File: src/rtl/mwbram_stream_reader_pkg.sv
// rtl/mwbram_stream_reader_pkg.sv - shared width helpers and FSM encodings for the stream reader
package mwbram_stream_reader_pkg;

  localparam logic [1:0] ST_IDLE   = 2'd0;
  localparam logic [1:0] ST_FETCH  = 2'd1;
  localparam logic [1:0] ST_STREAM = 2'd2;
  localparam logic [1:0] ST_DONE   = 2'd3;

  function automatic int log2_ceil(input int value);
    int result;
    result = 0;
    for (int i = 0; i < 31; i++) begin
      if ((1 << i) < value) result = i + 1;
    end
    return result;
  endfunction

  function automatic int in_word_data(input int a_width, input int b_width);
    return a_width / b_width;
  endfunction

  function automatic int port_a_depth(input int b_depth, input int elems_per_word);
    return b_depth / elems_per_word;
  endfunction

  function automatic int len_width(input int b_addr);
    return b_addr + 1;
  endfunction

endpackage

File: src/rtl/mwbram_word_buffer.sv
// rtl/mwbram_word_buffer.sv - two-entry wide-word prefetch buffer with element select
module mwbram_word_buffer #(
  parameter int WORD_WIDTH = 32,
  parameter int ELEM_WIDTH = 8,
  parameter int SEL_W      = 2
) (
  input  logic                  clk,
  input  logic                  rst,
  input  logic                  start_i,
  input  logic [SEL_W-1:0]      start_sel_i,
  input  logic                  push_i,
  input  logic [WORD_WIDTH-1:0] push_word_i,
  input  logic                  enable_i,
  input  logic                  last_i,
  input  logic                  ready_i,
  output logic                  valid_o,
  output logic [ELEM_WIDTH-1:0] data_o,
  output logic [1:0]            count_o
);

  logic [WORD_WIDTH-1:0] word0_q, word0_d;
  logic [WORD_WIDTH-1:0] word1_q, word1_d;
  logic [1:0]            cnt_q, cnt_d;
  logic                  head_q, head_d;
  logic [SEL_W-1:0]      sel_q, sel_d;
  logic                  xfer;
  logic                  word_pop;
  logic                  tail;
  logic [WORD_WIDTH-1:0] head_word;

  // Output only moves on a transfer; pushes land in the tail slot, so a stall holds data.
  assign head_word = head_q ? word1_q : word0_q;
  assign valid_o   = enable_i && (cnt_q != 2'd0);
  assign data_o    = head_word[sel_q*ELEM_WIDTH +: ELEM_WIDTH];
  assign count_o   = cnt_q;
  assign xfer      = valid_o && ready_i;
  assign word_pop  = xfer && ((sel_q == {SEL_W{1'b1}}) || last_i);
  assign tail      = head_q ^ cnt_q[0];

  always_comb begin
    word0_d = word0_q;
    word1_d = word1_q;
    cnt_d   = cnt_q;
    head_d  = head_q;
    sel_d   = sel_q;
    if (start_i) begin
      cnt_d  = 2'd0;
      head_d = 1'b0;
      sel_d  = start_sel_i;
    end else begin
      if (push_i) begin
        if (tail) word1_d = push_word_i;
        else      word0_d = push_word_i;
      end
      cnt_d = cnt_q + {1'b0, push_i} - {1'b0, word_pop};
      if (word_pop) head_d = ~head_q;
      if (xfer)     sel_d  = sel_q + SEL_W'(1);
    end
  end

  always_ff @(posedge clk or posedge rst) begin
    if (rst) begin
      word0_q <= '0;
      word1_q <= '0;
      cnt_q   <= 2'd0;
      head_q  <= 1'b0;
      sel_q   <= '0;
    end else begin
      word0_q <= word0_d;
      word1_q <= word1_d;
      cnt_q   <= cnt_d;
      head_q  <= head_d;
      sel_q   <= sel_d;
    end
  end

endmodule

File: src/rtl/mwbram_stream_reader.sv
// rtl/mwbram_stream_reader.sv - dual-port BRAM with byte-enabled wide port A and burst-streaming narrow port B
module mwbram_stream_reader
  import mwbram_stream_reader_pkg::*;
#(
  parameter int PORT_B_WIDTH = 8,
  parameter int PORT_B_DEPTH = 256,
  parameter int PORT_A_WIDTH = 32,
  parameter int PORT_B_ADDR  = log2_ceil(PORT_B_DEPTH),
  parameter int IN_WORD_DATA = in_word_data(PORT_A_WIDTH, PORT_B_WIDTH),
  parameter int PORT_A_DEPTH = port_a_depth(PORT_B_DEPTH, IN_WORD_DATA),
  parameter int PORT_A_ADDR  = log2_ceil(PORT_A_DEPTH),
  parameter int PORT_A_WE    = PORT_A_WIDTH / 8,
  parameter int LEN_WIDTH    = len_width(PORT_B_ADDR)
) (
  input  logic                    clk,
  input  logic                    rst,
  input  logic                    ena,
  input  logic [PORT_A_WE-1:0]    wea,
  input  logic [PORT_A_ADDR-1:0]  addra,
  input  logic [PORT_A_WIDTH-1:0] dina,
  output logic [PORT_A_WIDTH-1:0] douta,
  input  logic                    cmd_valid,
  output logic                    cmd_ready,
  input  logic [PORT_B_ADDR-1:0]  cmd_addr,
  input  logic [LEN_WIDTH-1:0]    cmd_len,
  output logic [PORT_B_WIDTH-1:0] m_tdata,
  output logic                    m_tvalid,
  input  logic                    m_tready,
  output logic                    m_tlast,
  output logic                    busy,
  output logic                    done
);

  localparam int SEL_W  = log2_ceil(IN_WORD_DATA);
  localparam int SPAN_W = LEN_WIDTH + 1;

  logic [PORT_A_WIDTH-1:0] mem_q [PORT_A_DEPTH];
  logic [PORT_A_WIDTH-1:0] douta_q;
  logic [PORT_A_WIDTH-1:0] b_rdata_q;
  logic                    pend_q;

  logic [1:0]              state_q, state_d;
  logic [LEN_WIDTH-1:0]    rem_q, rem_d;
  logic [PORT_A_ADDR-1:0]  wa_q, wa_d;
  logic [SPAN_W-1:0]       words_q, words_d;

  logic                    accept;
  logic                    xfer;
  logic                    rd_issue;
  logic [1:0]              buf_cnt;
  logic [SPAN_W-1:0]       span;

  always_ff @(posedge clk) begin
    if (ena) begin
      for (int b = 0; b < PORT_A_WE; b++) begin
        if (wea[b]) mem_q[addra][b*8 +: 8] <= dina[b*8 +: 8];
      end
    end
  end

  always_ff @(posedge clk or posedge rst) begin
    if (rst)      douta_q <= '0;
    else if (ena) douta_q <= mem_q[addra];
  end

  always_ff @(posedge clk) begin
    if (rd_issue) b_rdata_q <= mem_q[wa_q];
  end

  always_ff @(posedge clk or posedge rst) begin
    if (rst) pend_q <= 1'b0;
    else     pend_q <= rd_issue;
  end

  assign douta     = douta_q;
  assign cmd_ready = (state_q == ST_IDLE);
  assign busy      = (state_q != ST_IDLE);
  assign done      = (state_q == ST_DONE);
  assign accept    = cmd_ready && cmd_valid;
  assign xfer      = m_tvalid && m_tready;
  assign m_tlast   = m_tvalid && (rem_q == LEN_WIDTH'(1));

  // Buffered words plus the one in flight never exceed the two holding slots.
  assign rd_issue = ((state_q == ST_FETCH) || (state_q == ST_STREAM)) && (words_q != '0) &&
                    ((buf_cnt == 2'd0) || ((buf_cnt == 2'd1) && !pend_q));

  // Words touched by the burst: start offset plus length, rounded up to whole words.
  assign span = SPAN_W'(cmd_addr[SEL_W-1:0]) + SPAN_W'(cmd_len) + SPAN_W'(IN_WORD_DATA - 1);

  always_comb begin
    state_d = state_q;
    rem_d   = rem_q;
    wa_d    = wa_q;
    words_d = words_q;
    case (state_q)
      ST_IDLE: begin
        if (cmd_valid) begin
          rem_d   = cmd_len;
          wa_d    = cmd_addr[PORT_B_ADDR-1:SEL_W];
          words_d = span >> SEL_W;
          state_d = (cmd_len == '0) ? ST_DONE : ST_FETCH;
        end
      end
      ST_FETCH: state_d = ST_STREAM;
      ST_STREAM: begin
        if (xfer) begin
          rem_d = rem_q - LEN_WIDTH'(1);
          if (rem_q == LEN_WIDTH'(1)) state_d = ST_DONE;
        end
      end
      default: state_d = ST_IDLE;
    endcase
    if (rd_issue) begin
      wa_d    = wa_q + PORT_A_ADDR'(1);
      words_d = words_q - SPAN_W'(1);
    end
  end

  always_ff @(posedge clk or posedge rst) begin
    if (rst) begin
      state_q <= ST_IDLE;
      rem_q   <= '0;
      wa_q    <= '0;
      words_q <= '0;
    end else begin
      state_q <= state_d;
      rem_q   <= rem_d;
      wa_q    <= wa_d;
      words_q <= words_d;
    end
  end

  mwbram_word_buffer #(
    .WORD_WIDTH (PORT_A_WIDTH),
    .ELEM_WIDTH (PORT_B_WIDTH),
    .SEL_W      (SEL_W)
  ) u_word_buffer (
    .clk         (clk),
    .rst         (rst),
    .start_i     (accept),
    .start_sel_i (cmd_addr[SEL_W-1:0]),
    .push_i      (pend_q),
    .push_word_i (b_rdata_q),
    .enable_i    (state_q == ST_STREAM),
    .last_i      (rem_q == LEN_WIDTH'(1)),
    .ready_i     (m_tready),
    .valid_o     (m_tvalid),
    .data_o      (m_tdata),
    .count_o     (buf_cnt)
  );

endmodule

File: config.mk
export PLATFORM = sky130hd
export DESIGN_NAME = mwbram_stream_reader
export DESIGN_NICKNAME = d
export VERILOG_FILES = /design/src/rtl/mwbram_stream_reader_pkg.sv /design/src/rtl/mwbram_word_buffer.sv /design/src/rtl/mwbram_stream_reader.sv
export SDC_FILE = /design/constraint.sdc
export NUM_CORES = 2
export LEC_CHECK = 0
export CORE_ASPECT_RATIO = 1.5
export CORE_UTILIZATION = 50
export DETAILED_ROUTE_END_ITERATION = 10
export GPL_ROUTABILITY_DRIVEN = 0
export PLACE_DENSITY = 0.71
export SYNTH_ARGS = -nofsm -noshare
export SYNTH_HDL_FRONTEND = slang
export SYNTH_SLANG_ARGS = --single-unit
File: constraint.sdc
create_clock -name clk -period 5 [get_ports clk]
set_input_delay 1 -clock clk [delete_from_list [all_inputs] [get_ports clk]]
set_output_delay 1 -clock clk [all_outputs]
set_load 0.02 [all_outputs]
==> flow_summary.toml <==
[synth]
syn-mean-instance-area_sq_um = 17.25
synthTopCellsByArea = "edfxtp_1 61%, mux4_2 17%, dfrtp_1 3.2%, mux2_2 3.1%, a221oi_1 2.2%"
synth_fp_nets = 6014
share_of_flip_flops_with_an_asynchronous_set_or_reset = 0.05840
synth.cell_area_sq_um = 102400
synth_area_leader_cell = "edfxtp_1"
ys.flop_type = "edfxtp_1"
synth_enable_flop_cells = 2080
syn_inst = 5936
ys_types = 73
ys_seq_area_frac = 0.6415
synth-warning-count = 0
yosysTopAreaCellShare = 0.6100
synth_seq_cells = 2209

[final_layout]
fillCellCount = 15220
register_cell_area_after_layout_sq_um = 65700
finalNonFillerCells = 9086
multi_input_area_sq_um = 34570
finalNetCount = 6311
area_growth_syn_to_layout_pct = 13.09
layout-drive-gt1-share = 0.3022

[clocking]
cts-resized-gates = 0
insertion_delay_ns = 0.87
cts_tree = "built"
clock-sinks = 2209
cts.htree.levels = 4
post_cts.repair.setup_buffers = 0
cts_inserted_buffers = 205
cts.hold.buffers_added = 0
root_buffer_cell = "clkbuf_16"
cts_max_path_buffers = 4
worst_setup_hold_path_clk_slew_ns = 0.06

[placement]
dp_slack_ns = 0.5200
port_buffers = 108
placed_cells = 8691
detailedPlacementHpwl_um = 247000

[setup_path]
crit_path_top_delay_cell = "dfrtp_1"
path_class = "flip-flop to primary output"
worst_r2r_end = "b_rdata_q[18]"
cp_max_stage_delay_ns = 0.99
worst_r2r_path_depth = 6
setup.reg_to_reg.worst_slack_ns = 0.96
critical_path.startpoint_type = "flip-flop"
critical_path.endpoint = "m_tdata[7]"
cp.arrival_ns = 3.28
endpoint_kind = "primary output"
timing.critical_path.from = "u_word_buffer.head_q"
worst-path-max-fanout = 18
cp_cell_instances = "mux4_2, mux2_2, clkdlybuf4s50_1"
worstReg2RegStart = "wa_q[1]"
required_ns = 4.00

[floorplan]
starting_utilization_of_the_core_area = 0.5027
core_area_sq_um = 203700
fp.dieArea_sq_um = 206700
fp-row-count = 203
die_width_um = 371.5
io_pins = 109
die_h_um = 556.3

[global_route]
antenna_violations_before_repair = 53
largest_net_degree_at_the_start_of_global_routing = 84
grt_pass1_wl_um = 518900
globalRouteTotalUtil = 0.3626
grt_pass1_vias = 67020
grt_remaining_overflow = 0

[sta]
max_freq_mhz = 233.6
final_worst_setup_slack_ns = 0.7200
max-slew-margin-rel = 0.06525
tightestPinTransition_ns = 1.401
period_share = 0.8560
finalClockSkew_ns = 0.04545
hold_viol = 0
worst_hold_slack_ns = 0.5034
rsz_0062_raised_after_global_routing = "false"
timing.final.crit_period_ns = 4.280
timing.final.max_slew_violations = 0
setup_viol_count_final = 0
setup_total_negative_slack_ns = 0

[drt]
totalWireLength_um = 375500
detailroute.via_count = 68190
drc_violations_left = 0
avgRoutedWirePerCell_um = 41.33
dr.first_iter.drc_count = 12390
vias_per_cell = 7.505
ant_nets = 0
drt_pre_antenna_iters = 9

[power_and_ir_drop]
power_leakage_nw = 37.49
power.share.clock = 0.290
pwr-share-seq = 0.392
power.density_nw_per_um2 = 479.7
p_sw_w = 0.01807
internal_power_w = 0.03748
power.share.combinational = 0.318
irDropWorstVdd_mv = 0.3442
netSwitchingFraction = 0.3252

[run_status]
outcome = "finished clean"

[min_path]
hold_path.class = "flip-flop to flip-flop"

[run]
max_cap_violations = 0
registers in the layout, summed over array words and instances (netlist names):
name and flops:
state_q 2, rem_q 9, wa_q 6, mem_q 2048
douta 32, words_q 10, u_word_buffer.word0_q 32, u_word_buffer.sel_q 2
u_word_buffer.count_o 2, u_word_buffer.word1_q 32, pend_q 1, b_rdata_q 32
u_word_buffer.head_q 1
worst min-delay path by stage:
stage	depth (start not counted)	to	slack [ns]	from
final	1	u_word_buffer.word1_q[21]	0.50	u_word_buffer.word1_q[21]
after global routing	1	u_word_buffer.word1_q[21]	0.50	u_word_buffer.word1_q[21]
after CTS	1	u_word_buffer.word1_q[21]	0.50	u_word_buffer.word1_q[21]
after detailed placement	1	u_word_buffer.word1_q[4]	0.49	u_word_buffer.word1_q[4]
after global placement	1	u_word_buffer.word1_q[21]	0.48	u_word_buffer.word1_q[21]
after floorplan	1	words_q[0]	0.46	words_q[0]
placed cells by master, fill, tap and decap left out, types with 28 or more instances in the layout:
master / netlist / routed
buf_2: 177 / 32
a221oi_1: 257 / 257
nor2_1: 388 / 381
clkbuf_1: 260 / 45
clkinv_1: 2 / 30
o211ai_1: 28 / 28
clkbuf_16: 0 / 209
clkinv_2: 0 / 30
a21oi_1: 147 / 147
nor2b_1: 38 / 32
o22ai_1: 104 / 104
clkdlybuf4s50_1: 0 / 72
nand2_1: 241 / 240
o21ai_0: 130 / 129
edfxtp_1: 2080 / 2080
buf_12: 0 / 53
a22oi_1: 172 / 172
a221o_1: 29 / 29
a31oi_1: 34 / 34
diode_2: 0 / 28
a211oi_1: 35 / 35
mux4_2: 774 / 774
dfrtp_1: 129 / 124
a22o_1: 29 / 29
buf_4: 16 / 441
nand3_1: 52 / 51
mux2_2: 286 / 286
mux2i_1: 195 / 195
synthesized netlist by cell type (all sizes together) (9+ instances only):
cell type  count
a31oi         34
o22ai        104
a221oi       257
mux2         286
o32a          21
and2          13
nor3          17
edfxtp      2080
a222oi        11
o221ai        16
dfrtp        129
nand3         52
inv           23
nand2        241
xnor2         10
a22oi        172
mux4         774
ha            13
nor2         388
o22a          26
mux2i        195
a22o          29
o21ai        130
o31ai         10
o2111ai       10
a211oi        35
a21oi        147
nor2b         38
clkbuf       260
buf          251
o211ai        28
a221o         29
nand4          9
worst max-delay path: cells and delay by family, from the launching register on:
kind | cells | cell delay [ns]
muxes | 2 | 0.88
buffers and inverters | 1 | 0.55
DFF | 1 | 0.99
area by class of cell:
type	instances	share of cell area
Sequential cell	2209	0.5674
Inverter	25	0.0009832
Antenna cell	28	0.0006050
Clock buffer	259	0.04722
Timing Repair Buffer	601	0.04575
Multi-Input combinational cell	3191	0.2985
Clock inverter	108	0.01078
Tap cell	2665	0.02879
per-stage QoR:
stage               instance area [sq um]  total power (W)  utilization
floorplan                          102400          0.03232            -
detailed placement                 109000          0.03907       0.5351
CTS                                115700          0.05488       0.5681
global placement                   109000          0.03886       0.5351
finish                             115800          0.05555       0.5685
global route                       115800          0.05641       0.5682
kinds of logic after synthesis:
group,share of synthesized area
AOI/OAI and AO/OA,0.07901
xor gates and xnor gates,0.001026
adders and majority gates,0.001784
buffers and inverters,0.02247
DFF,0.6415
muxes,0.2207
and+or+nand+nor,0.03348
power groups by stage:
stage	sequential, W	clock [W]	combinational (W)
2_1_floorplan	0.0217	0	0.0106
3_3_place_gp	0.0221	0	0.0168
3_5_place_dp	0.0221	0	0.0169
4_1_cts	0.0217	0.0161	0.0170
5_1_grt	0.0218	0.0167	0.0179
6_report	0.0218	0.0161	0.0177
metal layers:
metal,global-route usage,wire length [um],vias to the layer above
met3,0.1045,51210,1807
met5,0,198,-
met2,0.5598,172000,6407
met4,0.3005,39750,34
li1,-,-,25600
met1,0.4189,112400,34340
No activity file was read; power rests on OpenSTA's default activity.
